[src/rtl/util_upack2_timestamp_pkg.sv]
// -----------------------------------------------------------------------------
// util_upack2_timestamp
//   Shared definitions for the timestamp gate that sits in front of the
//   sample unpacker: the gate FSM state encoding, the timestamp width, and the
//   two timestamp comparisons the gate makes.
// -----------------------------------------------------------------------------
package util_upack2_timestamp;

    // Width of the sample counter, of the header timestamp and of a DMA word.
    localparam int TS_W = 64;

    // Gate FSM states.
    //   IDLE   : waiting for a packet header
    //   WAIT   : header seen, holding the payload until the counter catches up
    //   STREAM : forwarding payload words to the unpacker
    //   DROP   : discarding the payload of a late packet
    typedef enum logic [1:0] {
        IDLE   = 2'd0,
        WAIT   = 2'd1,
        STREAM = 2'd2,
        DROP   = 2'd3
    } ts_state_t;

    // A header is late when its timestamp is already behind the counter.
    // Both operands are unsigned sample indices.
    function automatic logic ts_is_late(input logic [TS_W-1:0] cnt,
                                        input logic [TS_W-1:0] ts);
        return cnt > ts;
    endfunction

    // The payload may start once the counter has reached the timestamp.
    function automatic logic ts_reached(input logic [TS_W-1:0] cnt,
                                        input logic [TS_W-1:0] ts);
        return cnt >= ts;
    endfunction

endpackage

[src/rtl/timestamp_counter.sv]
// -----------------------------------------------------------------------------
// timestamp_counter
//   Free-running sample counter. Advances once per DAC sample period and can
//   be loaded with an absolute sample index. A load wins over a strobe in the
//   same cycle; the count wraps from all-ones to zero.
//
// Ports
//   clk        : clock
//   resetn     : synchronous active-low reset, clears the count
//   load       : load the counter from load_value this cycle
//   load_value : value to load
//   strobe     : one sample period elapsed, increment the count
//   count      : current counter value (registered)
// -----------------------------------------------------------------------------
module timestamp_counter
    import util_upack2_timestamp::*;
(
    input  logic            clk,
    input  logic            resetn,
    input  logic            load,
    input  logic [TS_W-1:0] load_value,
    input  logic            strobe,
    output logic [TS_W-1:0] count
);

    always_ff @(posedge clk) begin
        if (!resetn) begin
            count <= '0;
        end else if (load) begin
            count <= load_value;
        end else if (strobe) begin
            // Natural modulo-2^TS_W wrap.
            count <= count + {{(TS_W-1){1'b0}}, 1'b1};
        end
    end

endmodule

[src/rtl/timestamp_gate.sv]
// -----------------------------------------------------------------------------
// timestamp_gate
//   Holds DMA packets until the sample counter reaches the timestamp carried
//   in each packet's first word, then forwards the remaining words to the
//   unpacker through a one-stage output register. Packets whose timestamp has
//   already passed are either dropped or streamed immediately (DROP_LATE).
//
// Parameters
//   DROP_LATE      : 1 = discard late packets, 0 = stream them immediately
//
// Ports
//   clk            : single clock
//   resetn         : synchronous active-low reset
//   en             : block enable; low aborts any packet and forces IDLE
//   sample_strobe  : one DAC sample period elapsed, advances the counter
//   cnt_load       : load the counter from cnt_load_value
//   cnt_load_value : counter load value
//   s_data/s_valid/s_ready/s_last : DMA input stream, first word = header
//   m_data/m_valid/m_ready        : payload stream to the unpacker
//   counter        : current sample counter value
//   late_pulse     : one-cycle pulse after a late header is accepted
//   waiting        : high while the gate is in WAIT
// -----------------------------------------------------------------------------
module timestamp_gate
    import util_upack2_timestamp::*;
#(
    parameter int DROP_LATE = 1
) (
    input  logic            clk,
    input  logic            resetn,
    input  logic            en,
    input  logic            sample_strobe,
    input  logic            cnt_load,
    input  logic [TS_W-1:0] cnt_load_value,
    input  logic [TS_W-1:0] s_data,
    input  logic            s_valid,
    output logic            s_ready,
    input  logic            s_last,
    output logic [TS_W-1:0] m_data,
    output logic            m_valid,
    input  logic            m_ready,
    output logic [TS_W-1:0] counter,
    output logic            late_pulse,
    output logic            waiting
);

    ts_state_t       state;
    logic [TS_W-1:0] ts_reg;

    // One-stage output register towards the unpacker.
    logic [TS_W-1:0] data_p1;
    logic            vld_p1;

    logic            late_p1;
    logic            waiting_p1;

    logic            out_free;
    logic            s_fire;
    logic            hdr_late;

    // -------------------------------------------------------------------------
    // Sample counter
    // -------------------------------------------------------------------------
    timestamp_counter u_counter (
        .clk        (clk),
        .resetn     (resetn),
        .load       (cnt_load),
        .load_value (cnt_load_value),
        .strobe     (sample_strobe),
        .count      (counter)
    );

    // -------------------------------------------------------------------------
    // Input handshake
    // -------------------------------------------------------------------------
    // The output register can take a new word when it is empty or being
    // drained this cycle. IDLE uses the same condition so that a new header is
    // not taken while the previous packet's last word is still stalled.
    assign out_free = ~vld_p1 | m_ready;

    always_comb begin
        s_ready = 1'b0;
        if (resetn && en) begin
            unique case (state)
                IDLE:    s_ready = out_free;
                WAIT:    s_ready = 1'b0;
                STREAM:  s_ready = out_free;
                DROP:    s_ready = 1'b1;
                default: s_ready = 1'b0;
            endcase
        end
    end

    assign s_fire = s_valid & s_ready;

    // Lateness uses the counter value present in the header cycle, before any
    // strobe in that same cycle takes effect.
    assign hdr_late = ts_is_late(counter, s_data);

    // -------------------------------------------------------------------------
    // Gate FSM and output register (stage p1)
    // -------------------------------------------------------------------------
    always_ff @(posedge clk) begin
        if (!resetn) begin
            state      <= IDLE;
            ts_reg     <= '0;
            data_p1    <= '0;
            vld_p1     <= 1'b0;
            late_p1    <= 1'b0;
            waiting_p1 <= 1'b0;
        end else begin
            late_p1 <= 1'b0;

            // Downstream took the current word.
            if (vld_p1 && m_ready) begin
                vld_p1 <= 1'b0;
            end

            if (!en) begin
                // Abort whatever was in flight, including a stalled output word.
                state      <= IDLE;
                vld_p1     <= 1'b0;
                waiting_p1 <= 1'b0;
            end else begin
                unique case (state)
                    IDLE: begin
                        if (s_fire) begin
                            ts_reg  <= s_data;
                            late_p1 <= hdr_late;
                            if (s_last) begin
                                // Header-only packet: nothing to forward.
                                state <= IDLE;
                            end else if (!hdr_late) begin
                                state      <= WAIT;
                                waiting_p1 <= 1'b1;
                            end else if (DROP_LATE != 0) begin
                                state <= DROP;
                            end else begin
                                state <= STREAM;
                            end
                        end
                    end

                    WAIT: begin
                        if (ts_reached(counter, ts_reg)) begin
                            state      <= STREAM;
                            waiting_p1 <= 1'b0;
                        end
                    end

                    STREAM: begin
                        if (s_fire) begin
                            data_p1 <= s_data;
                            vld_p1  <= 1'b1;
                            // The last word still drains through the
                            // output register after we return to IDLE.
                            if (s_last) begin
                                state <= IDLE;
                            end
                        end
                    end

                    DROP: begin
                        if (s_fire && s_last) begin
                            state <= IDLE;
                        end
                    end

                    default: begin
                        state      <= IDLE;
                        waiting_p1 <= 1'b0;
                    end
                endcase
            end
        end
    end

    assign m_data     = data_p1;
    assign m_valid    = vld_p1;
    assign late_pulse = late_p1;
    assign waiting    = waiting_p1;

endmodule
[config.mk]
export PLATFORM = sky130hd
export DESIGN_NAME = timestamp_gate
export DESIGN_NICKNAME = d
export VERILOG_FILES = /design/src/rtl/util_upack2_timestamp_pkg.sv /design/src/rtl/timestamp_counter.sv /design/src/rtl/timestamp_gate.sv
export SDC_FILE = /design/constraint.sdc
export NUM_CORES = 1
export LEC_CHECK = 0
export ABC_AREA = 1
export CAP_MARGIN = 20
export CORE_ASPECT_RATIO = 0.5
export CORE_MARGIN = 2
export CORE_UTILIZATION = 50
export DETAILED_ROUTE_END_ITERATION = 6
export HOLD_SLACK_MARGIN = 0.05
export PLACE_DENSITY = 0.79
export SYNTH_ARGS = -nofsm -noshare
export SYNTH_HDL_FRONTEND = slang
export SYNTH_SLANG_ARGS = --single-unit
export TNS_END_PERCENT = 100
[constraint.sdc]
create_clock -name clk -period 5.35 [get_ports clk]
set_input_delay 1.07 -clock clk [delete_from_list [all_inputs] [get_ports clk]]
set_output_delay 1.07 -clock clk [all_outputs]
set_load 0.03 [all_outputs]
# Word level (Yosys, flattened, before mapping)
# Index checks and enable logic that the tools add are counted.
word_totals:
  regBits: 197
  in_bits: 136
  out_inout_bits: 132
classes:
  addsub: 1
  magnitude_cmp: 2
  n_eq_ne: 10
  n_mux: 20
  bitwise: 3
  reduce_logical: 13
op_table:
  columns: ["op", "count"]
  rows:
  - ["64-bit two-way mux", 2]
  - ["64-bit by 1-bit adder with 64-bit output (second input constant)", 1]
  - ["64-bit greater-or-equal comparator", 1]
  - ["64-bit > comparator", 1]
  - ["2-bit two-way mux", 7]
  - ["2-bit != test (second input constant)", 7]
  - ["5-bit AND reduction", 2]
  - ["1-bit two-way mux", 8]
  - ["2-bit case mux with 4 select lines", 1]
  - ["3-bit AND reduction", 2]
  - ["2-bit == test (second input constant)", 2]
  - ["4-bit AND reduction", 1]
  - ["2-bit nonzero test", 2]
  - ["1-bit logical AND", 3]
  - ["1-bit case mux with 3 select lines", 1]
  - ["2-bit by 1-bit == test with 1-bit output (second input constant)", 1]
  - ["2-bit logical NOT", 1]
  - ["1-bit case mux with 2 select lines", 1]
  - ["2-bit AND reduction", 1]
  - ["2-bit OR reduction", 1]
  - ["1-bit AND", 1]
  - ["1-bit NOT", 1]
  - ["1-bit bitwise OR", 1]

# Depth between registers and ports, before layout
logic_depth:
  word_depth: 8
  ltp_mapped: 19
  mapped_depth_nobuf: 19

# Modules after synthesis
# A second synthesis with hierarchy kept.
unflattened:
  cells_unflattened: 1784
  area_unflattened_um2: 12519.5
modules_own_cells:
  columns: ["mod", "instances", "cells_per_inst", "area_per_inst_um2", "seq_area_each_um2"]
  rows:
  - ["timestamp_gate", 1, 1074, 7992.7, 2662.6]
  - ["timestamp_counter", 1, 710, 4526.8, 1281.2]

# Least setup slack after synthesis
# Ideal clock, no wire load.
synth_timing:
  path_kind: "input to output"
  start: "input resetn"
  end: "output s_ready"
  t_arrival_ns: 1.815
  setup_slack_ns: 2.465
  cell_stages: 3
  cell_sequence: "buf_4 -> nand2_1 -> a211oi_2"
synth_between:
  elab_chain_len: 2
synth_lines:
  columns: ["item", "line_no", "source"]
  rows:
  - ["start: declaration", "timestamp_gate.sv:30", "input logic resetn,"]
  - ["1-bit logical AND", "timestamp_gate.sv:83", "if (resetn && en) begin"]
  - ["1-bit two-way mux", "timestamp_gate.sv:83", null]
  - ["end: declaration", "timestamp_gate.sv:37", "output logic s_ready,"]
# Every way passes these cells.

# Worst setup path in the final report
# Same ends and word-level chain as after synthesis.

==> run metrics <==
HP Class register to register; register area share after synthesis 31.65%; Core Area 24,220 um2; cts hold-fix bufs 0; GRT Residual Overflow 0; Mapped Avg Cell Area 6.954 um2; Tmin final 3.887 ns; routed wire length 38,290 um; DR pass1 iterations 5; total power of the final layout 3.691 mW; htree depth 4; Final TNS setup 0 ns; Longest Clk Path Bufs 2; vias in the first global route 11,300; vias post-DR 12,500; Yosys reg bits 197; slew margin rel. 41.02%; number of cell rows 40; yosys warns 0; I/O pin cnt 268; initial antenna violation count 1; Die H 115.6 um; CTS buffer count 17; period utilization 72.65%; clk_lat worst skew 0.45 ns; Yosys top cell by area dfxtp_1; via/cell ratio 5.286; clk_skew 0.01136 ns; ranking of synthesized cells by area dfxtp_1 32%, ha_1 13%, nand2_1 11%; Max FO, Critical Path 67; pin count of the biggest net entering global routing 82; initial core utilization 51.44%; HPWL Detailed 29,680 um; Final #Nets 2,282; pwr/cell area 231.2 nW/um2; Setup CP Type input port to output pin; Max Cap Viol 0; clk slew on worst S/H paths 0.06 ns; worst-margin pin slew 0.8847 ns; Placer Congestion 1.003; Peak VDD IR 154.9 uV; Port Buffer Count 267; Mapped Nets 2,057; Final Hold Vio Count 0; Synth top area share 31.65%; die area 26,280 um2; Layout area overhead 28.10%; outcome finished clean; Sink Count 197; Static Leak 6.561 nW; CP endpoint kind output pin; critical path required time 4.28 ns; Post-synth ARST share 0%; clk root buf clkbuf_16; GRT Resource Usage Total 29.29%; Post-synth EDFFs 0; ys flop type dfxtp_1; drt drc 0; DR iter-0 viols 1,044; CP arrival 2.82 ns; Final setup viols 0; crit start category input port; CTS tree yes; Unique masters post-synth 46; post-route antenna net violation count 0; FILL cells 2,158; layout cells sized above 1 4.487%; setup bufs post-CTS 0; max-slew violation count 0; RSZ-0062 raised after global routing false; Post-CTS Resized 0; routed len/inst 16.19 um; chip width 227.3 um; FMAX 0.2573 GHz; Post-Syn Area 12,460 um2; first-pass GRT wire length 59,780 um; Mapped Cells 1,792
cells in the final DEF, fill, tap and decap left out, types with 28 or more instances in the layout:
cell	synthesis	final
a21oi_1	209	209
a31oi_1	41	41
clkdlybuf4s50_1	0	265
dfxtp_1	197	197
ha_1	129	129
inv_1	271	271
nand2_1	371	370
nand3_1	42	41
nand4_1	28	28
nor2_1	106	104
o21ai_0	38	38
o21ai_1	111	111
xor2_1	37	37
cell usage after synthesis (4+ instances only):
master and instances:
nand4_1 28, nand2_2 8, clkbuf_1 48, a21o_1 5, xor2_1 37, buf_2 18, o21ai_1 111, ha_1 129
nor2_1 106, a31oi_1 41, nand3b_1 6, nor3_1 25, a22oi_1 18, nand2_1 371, dfxtp_1 197, inv_2 11
nor2_2 6, o21a_1 6, inv_1 271, a21oi_1 209, nand3_1 42, nand3_2 4, xnor2_1 20, nor2_4 4
o21ai_0 38
cell families (layout without fill, tap and decap cells):
kind of cell | Yosys count | after routing | share of synthesized area, %
compound gates | 435 | 435 | 18.68
xor+xnor | 57 | 57 | 4.006
fa+ha+maj | 129 | 129 | 12.95
buf+inv | 352 | 588 | 10.81
flops | 197 | 197 | 31.65
other cells | 0 | 1 | 0
simple gates | 622 | 622 | 21.90
metrics by stage:
stage	hold WS (ns)	cells	util (%)	area (um2)	worst slack, ns
after floorplan	0.4331	1792	-	12460	2.465
after global placement	0.4323	2334	63.39	15360	1.412
after detailed placement	0.4360	2334	63.39	15360	1.319
after CTS	0.4455	2364	65.88	15960	1.454
after global routing	0.4599	2365	65.89	15960	1.326
final	0.4457	2365	65.89	15960	1.463
metal layers:
metal / global-route usage, % / part of all wire (%) / up-vias
met2: 46.40 / 44 / 368
met3: 5.680 / 6.9 / 49
met5: 0 / 0 / -
met1: 40.71 / 47 / 5730
met4: 8.540 / 2.1 / 0
li1: - / - / 6354
worst max-delay path, cell delays in order:
cell and delay (ns):
buf_4 0.51, nand2_1 0.23, a211oi_2 0.28, clkdlybuf4s50_1 0.71
cell type report:
| cell class | instances | area [um2] | area share [%] |
|---|---|---|---|
| sequential | 197 | 3944 | 24.71 |
| tap | 336 | 420.4 | 2.634 |
| clock buffer | 20 | 446.7 | 2.798 |
| inverter | 283 | 1062 | 6.655 |
| clock inverter | 10 | 156.4 | 0.9799 |
| timing repair buffer | 275 | 2725 | 17.07 |
| multi-input combinational | 1243 | 7204 | 45.14 |
| antenna | 1 | 2.502 | 0.01568 |
final timing paths:
check                          start                      end  slack [ns]  cells past startpoint
min          m_data[22]$_SDFFE_PN0P_  m_data[22]$_SDFFE_PN0P_        0.45                      2
max reg2reg    state[1]$_SDFFE_PN0P_  m_data[34]$_SDFFE_PN0P_        2.60                      8
max                           resetn                  s_ready        1.46                      4
min reg2reg  m_data[22]$_SDFFE_PN0P_  m_data[22]$_SDFFE_PN0P_        0.45                      2
where the power goes:
group / internal [mW] / switching (mW)
clock network: 0.787 / 0.569
logic: 0.315 / 0.406
registers: 1.53 / 0.0893
total: 2.63 / 1.06
Note: power is estimated with default switching activity, not from simulation.
==> RTL change 1, RTL diff (same flow settings) <==
The package constant `TS_W` goes from 64 to 32.
--- a/src/rtl/util_upack2_timestamp_pkg.sv
+++ b/src/rtl/util_upack2_timestamp_pkg.sv
@@ -7,7 +7,7 @@
 package util_upack2_timestamp;
 
     // Width of the sample counter, of the header timestamp and of a DMA word.
-    localparam int TS_W = 64;
+    localparam int TS_W = 32;
 
     // Gate FSM states.
     //   IDLE   : waiting for a packet header
Interface: changed (resized cnt_load_value, counter, m_data and s_data); port bits go from 268 to 140. No check against the original RTL was run, so the function may have changed too.
==> RTL change 1 against the unedited design <==
Worst setup slack improved by 0.27 ns; via count decreased by 53%; routed wire length decreased by 57%; synthesized area decreased by 51%; cell area decreased by 51%; global-route usage decreased by 4.3 points; final cell count decreased by 51%; synthesized cell count decreased by 52%; count of clock-buffer cells in the layout decreased by 10; sequential cell count decreased by 96; non-clock buffer count decreased by 131; power decreased by 51%; register-to-register slack improved by 0.47 ns; largest power group unchanged.
==> RTL change 1: results (changes against the unedited design) <==
worst_setup_path:
  rrSetupSlack_ns: 3.07  # was 2.60 ns
  r2r_cells: 7  # was 8
logic_synthesis:
  synthAdderAreaFrac_pct: 13.3  # was 13.0%
  synth_compound_area_share_pct: 19.2  # was 18.7%
  syn_inst: 865  # was 1792
  yosysSeqAreaShare_pct: 33.1  # was 31.6%
  synthTopCellsByArea: "dfxtp_1, ha_1, nand2_1"  # unchanged
drt:
  vias: 5929  # was 12501
  firstDrtPassIters: 4  # was 5
  m1WireLength_mm: 7.88  # was 18.0 mm
  drtIter0Drc: 333  # was 1044
sta:
  hold_slack_ns: 0.443  # was 0.446 ns
  timing.final.crit_share_pct: 67.5  # was 72.6%
global_routing:
  grt_first_pass_wirelength_mm: 26.4  # was 59.8 mm
  grt_util_met1_pct: 33.0  # was 40.7%
  grt_max_degree: 72  # was 82
place:
  dpl_cell_area_um2: 7570  # was 15400 µm²
  gp_congestion: 0.909  # was 1.00
  placed_cells: 1144  # was 2334
clock_tree:
  numCtsBuffers: 9  # was 17
  clock_latency_ns: 0.35  # was 0.45 ns
  htreeDepth: 3  # was 4
power:
  leakage_nw: 3.25  # was 6.56 nW
outcome:
  status: "finished clean"  # unchanged
finish:
  finalNonFillerCells: 1160  # was 2365
  diodes: 0  # was 1
worst_hold_path:
  hold_path_end: "m_data[1]"  # was m_data[22]
-- RTL change 1: cell types whose count changed in the layout (fill, tap and decap cells not counted), sizes merged, moves of 69 or more --
cell / change
nand2: -201
clkdlybuf4s50: -127
o21ai: -69
a21oi: -108
dfxtp: -96
inv: -144
-- RTL change 1: area by class of cell --
cell class | instances | area, µm² | area share, %
well taps | 165 | 206 | 2.63
inverters | 138 | 518 | 6.60
multi-input cells | 596 | 3400 | 43.3
flip-flops and latches | 101 | 2020 | 25.8
clock inverters | 6 | 47.5 | 0.606
clock buffers | 10 | 229 | 2.92
repair buffers | 144 | 1420 | 18.1
-- RTL change 1: critical path: stages --
cell and delay (ns):
clkdlybuf4s50_1 0.48, nand2_2 0.07, a211oi_2 0.22, clkdlybuf4s50_1 0.70
-- RTL change 1: power by group through the flow --
stage	logic [mW]	registers (mW)	clock network, mW
CTS	0.353	0.822	0.633
finish	0.352	0.823	0.626
global placement	0.339	0.839	0
floorplan	0.182	0.857	0
global route	0.394	0.827	0.664
detailed placement	0.349	0.839	0
==> RTL change 2, RTL diff (config.mk and constraints unchanged) <==
Made on the original files. The 4 states of `ts_state_t` get a one-hot encoding in 4 bits.
--- a/src/rtl/util_upack2_timestamp_pkg.sv
+++ b/src/rtl/util_upack2_timestamp_pkg.sv
@@ -14,11 +14,11 @@
     //   WAIT   : header seen, holding the payload until the counter catches up
     //   STREAM : forwarding payload words to the unpacker
     //   DROP   : discarding the payload of a late packet
-    typedef enum logic [1:0] {
-        IDLE   = 2'd0,
-        WAIT   = 2'd1,
-        STREAM = 2'd2,
-        DROP   = 2'd3
+    typedef enum logic [3:0] {
+        IDLE   = 4'b0001,
+        WAIT   = 4'b0010,
+        STREAM = 4'b0100,
+        DROP   = 4'b1000
     } ts_state_t;
 
     // A header is late when its timestamp is already behind the counter.
Behaviour: no difference found for any inputs over 4 cycles, from zero or initial values and one cycle with resetn low; so few cycles prove little.
==> RTL change 2 against the unedited design <==
Sequential share of layout area up 0.54 points; clock skew down 0.00095 ns; final cell count down 0.80%; synthesized cell count down 1.2%; cell area down 1.2%; combinational power down 3%; worst setup slack better by 0.042 ns; sequential cell count up 2; synthesized area down 1.3%; power down 0.42%; routed wire length down 1.5%.
==> RTL change 2: results (changes against the unedited design) <==
drt:
  wl_met3_mm: 2.71  # was 2.63 mm
  vias: 12432  # was 12501
  routed-wl-met2_mm: 16.4  # was 16.8 mm
  firstDrtPassIters: 6  # was 5
  wl_mm: 37.7  # was 38.3 mm
  highest_layer: "met5"  # was met4
  post_drt_wl_per_cell_um: 16.1  # was 16.2 µm
  m1WireLength_mm: 17.7  # was 18.0 mm
  drtIter0Drc: 1018  # was 1044
outcome:
  status: "finished clean"  # unchanged
finish:
  nets: 2261  # was 2282
  nFillCells: 2137  # was 2158
logic_synthesis:
  synthAdderAreaFrac_pct: 13.1  # was 13.0%
  synth_commonest_cells: "nand2_1, inv_1, a21oi_1"  # unchanged
  syn_inst: 1770  # was 1792
  synth_compound_area_share_pct: 18.6  # was 18.7%
  syn_nets: 2035  # was 2057
  synth_xor_area_share_pct: 3.92  # was 4.01%
clock_tree:
  clock_latency_ns: 0.47  # was 0.45 ns
global_routing:
  grtUsageTotal_pct: 29.4  # was 29.3%
  grt_use_met3_pct: 5.93  # was 5.68%
  grt_util_met1_pct: 40.7  # about the same
  grt_util_met2_pct: 46.1  # was 46.4%
  antenna_found_initial: 4  # was 1
  first_global_vias: 11291  # was 11302
place:
  dp_hpwl_mm: 29.1  # was 29.7 mm
  gp_congestion: 0.985  # was 1.00
worst_setup_path:
  timing.rr.start: "u_counter.count[62]"  # was state[1]
  worstPathMaxFanout: 55  # was 67
worst_hold_path:
  hold_start: "m_data[35]"  # was m_data[22]
## RTL change 2: changes by cell type in the layout (fill, tap and decap cells not counted), sizes merged, moves of 8 or more
cell and change:
inv -24, xor2 -9, nand3 +11, nand2 -15
nor3 +8
## RTL change 2: worst paths after layout
kind                 to  slack (ns)  cells past startpoint
max             s_ready        1.51                      6
min          m_data[35]        0.44                      2
max reg2reg    state[2]        2.28                     12
min reg2reg  m_data[35]        0.44                      2
## RTL change 2: power breakdown
group / switching, mW / internal [mW] / leakage, nW
clock network: 0.599 / 0.743 / 0.285
logic: 0.390 / 0.311 / 4.40
registers: 0.0901 / 1.54 / 1.62
total: 1.08 / 2.60 / 6.30
## RTL change 2: kinds of logic after synthesis
| kind of cell | count (synthesis) |
|---|---|
| AND/OR/NAND/NOR | 628 |
| AO/OA/AOI/OAI | 432 |
| XOR/XNOR | 55 |
| buffers and inverters | 327 |
| adder cells (fa/ha/maj) | 129 |
| flip-flops | 199 |
## RTL change 2: layout make-up
| cell class | count | area, µm² | area share (%) |
|---|---|---|---|
| Antenna cell | 2 | 5.00 | 0.0317 |
| Clock buffer | 19 | 443 | 2.81 |
| Clock inverter | 12 | 154 | 0.975 |
| Inverter | 259 | 972 | 6.16 |
| Multi-Input combinational cell | 1244 | 7070 | 44.8 |
| Sequential cell | 199 | 3980 | 25.2 |
| Tap cell | 336 | 420 | 2.66 |
| Timing Repair Buffer | 275 | 2730 | 17.3 |
## RTL change 2: worst max-delay path, stage by stage
cell	delay (ns)
buf_4	0.41
nand2_1	0.21
inv_1	0.16
nand2_1	0.08
a21oi_2	0.13
clkdlybuf4s50_1	0.70
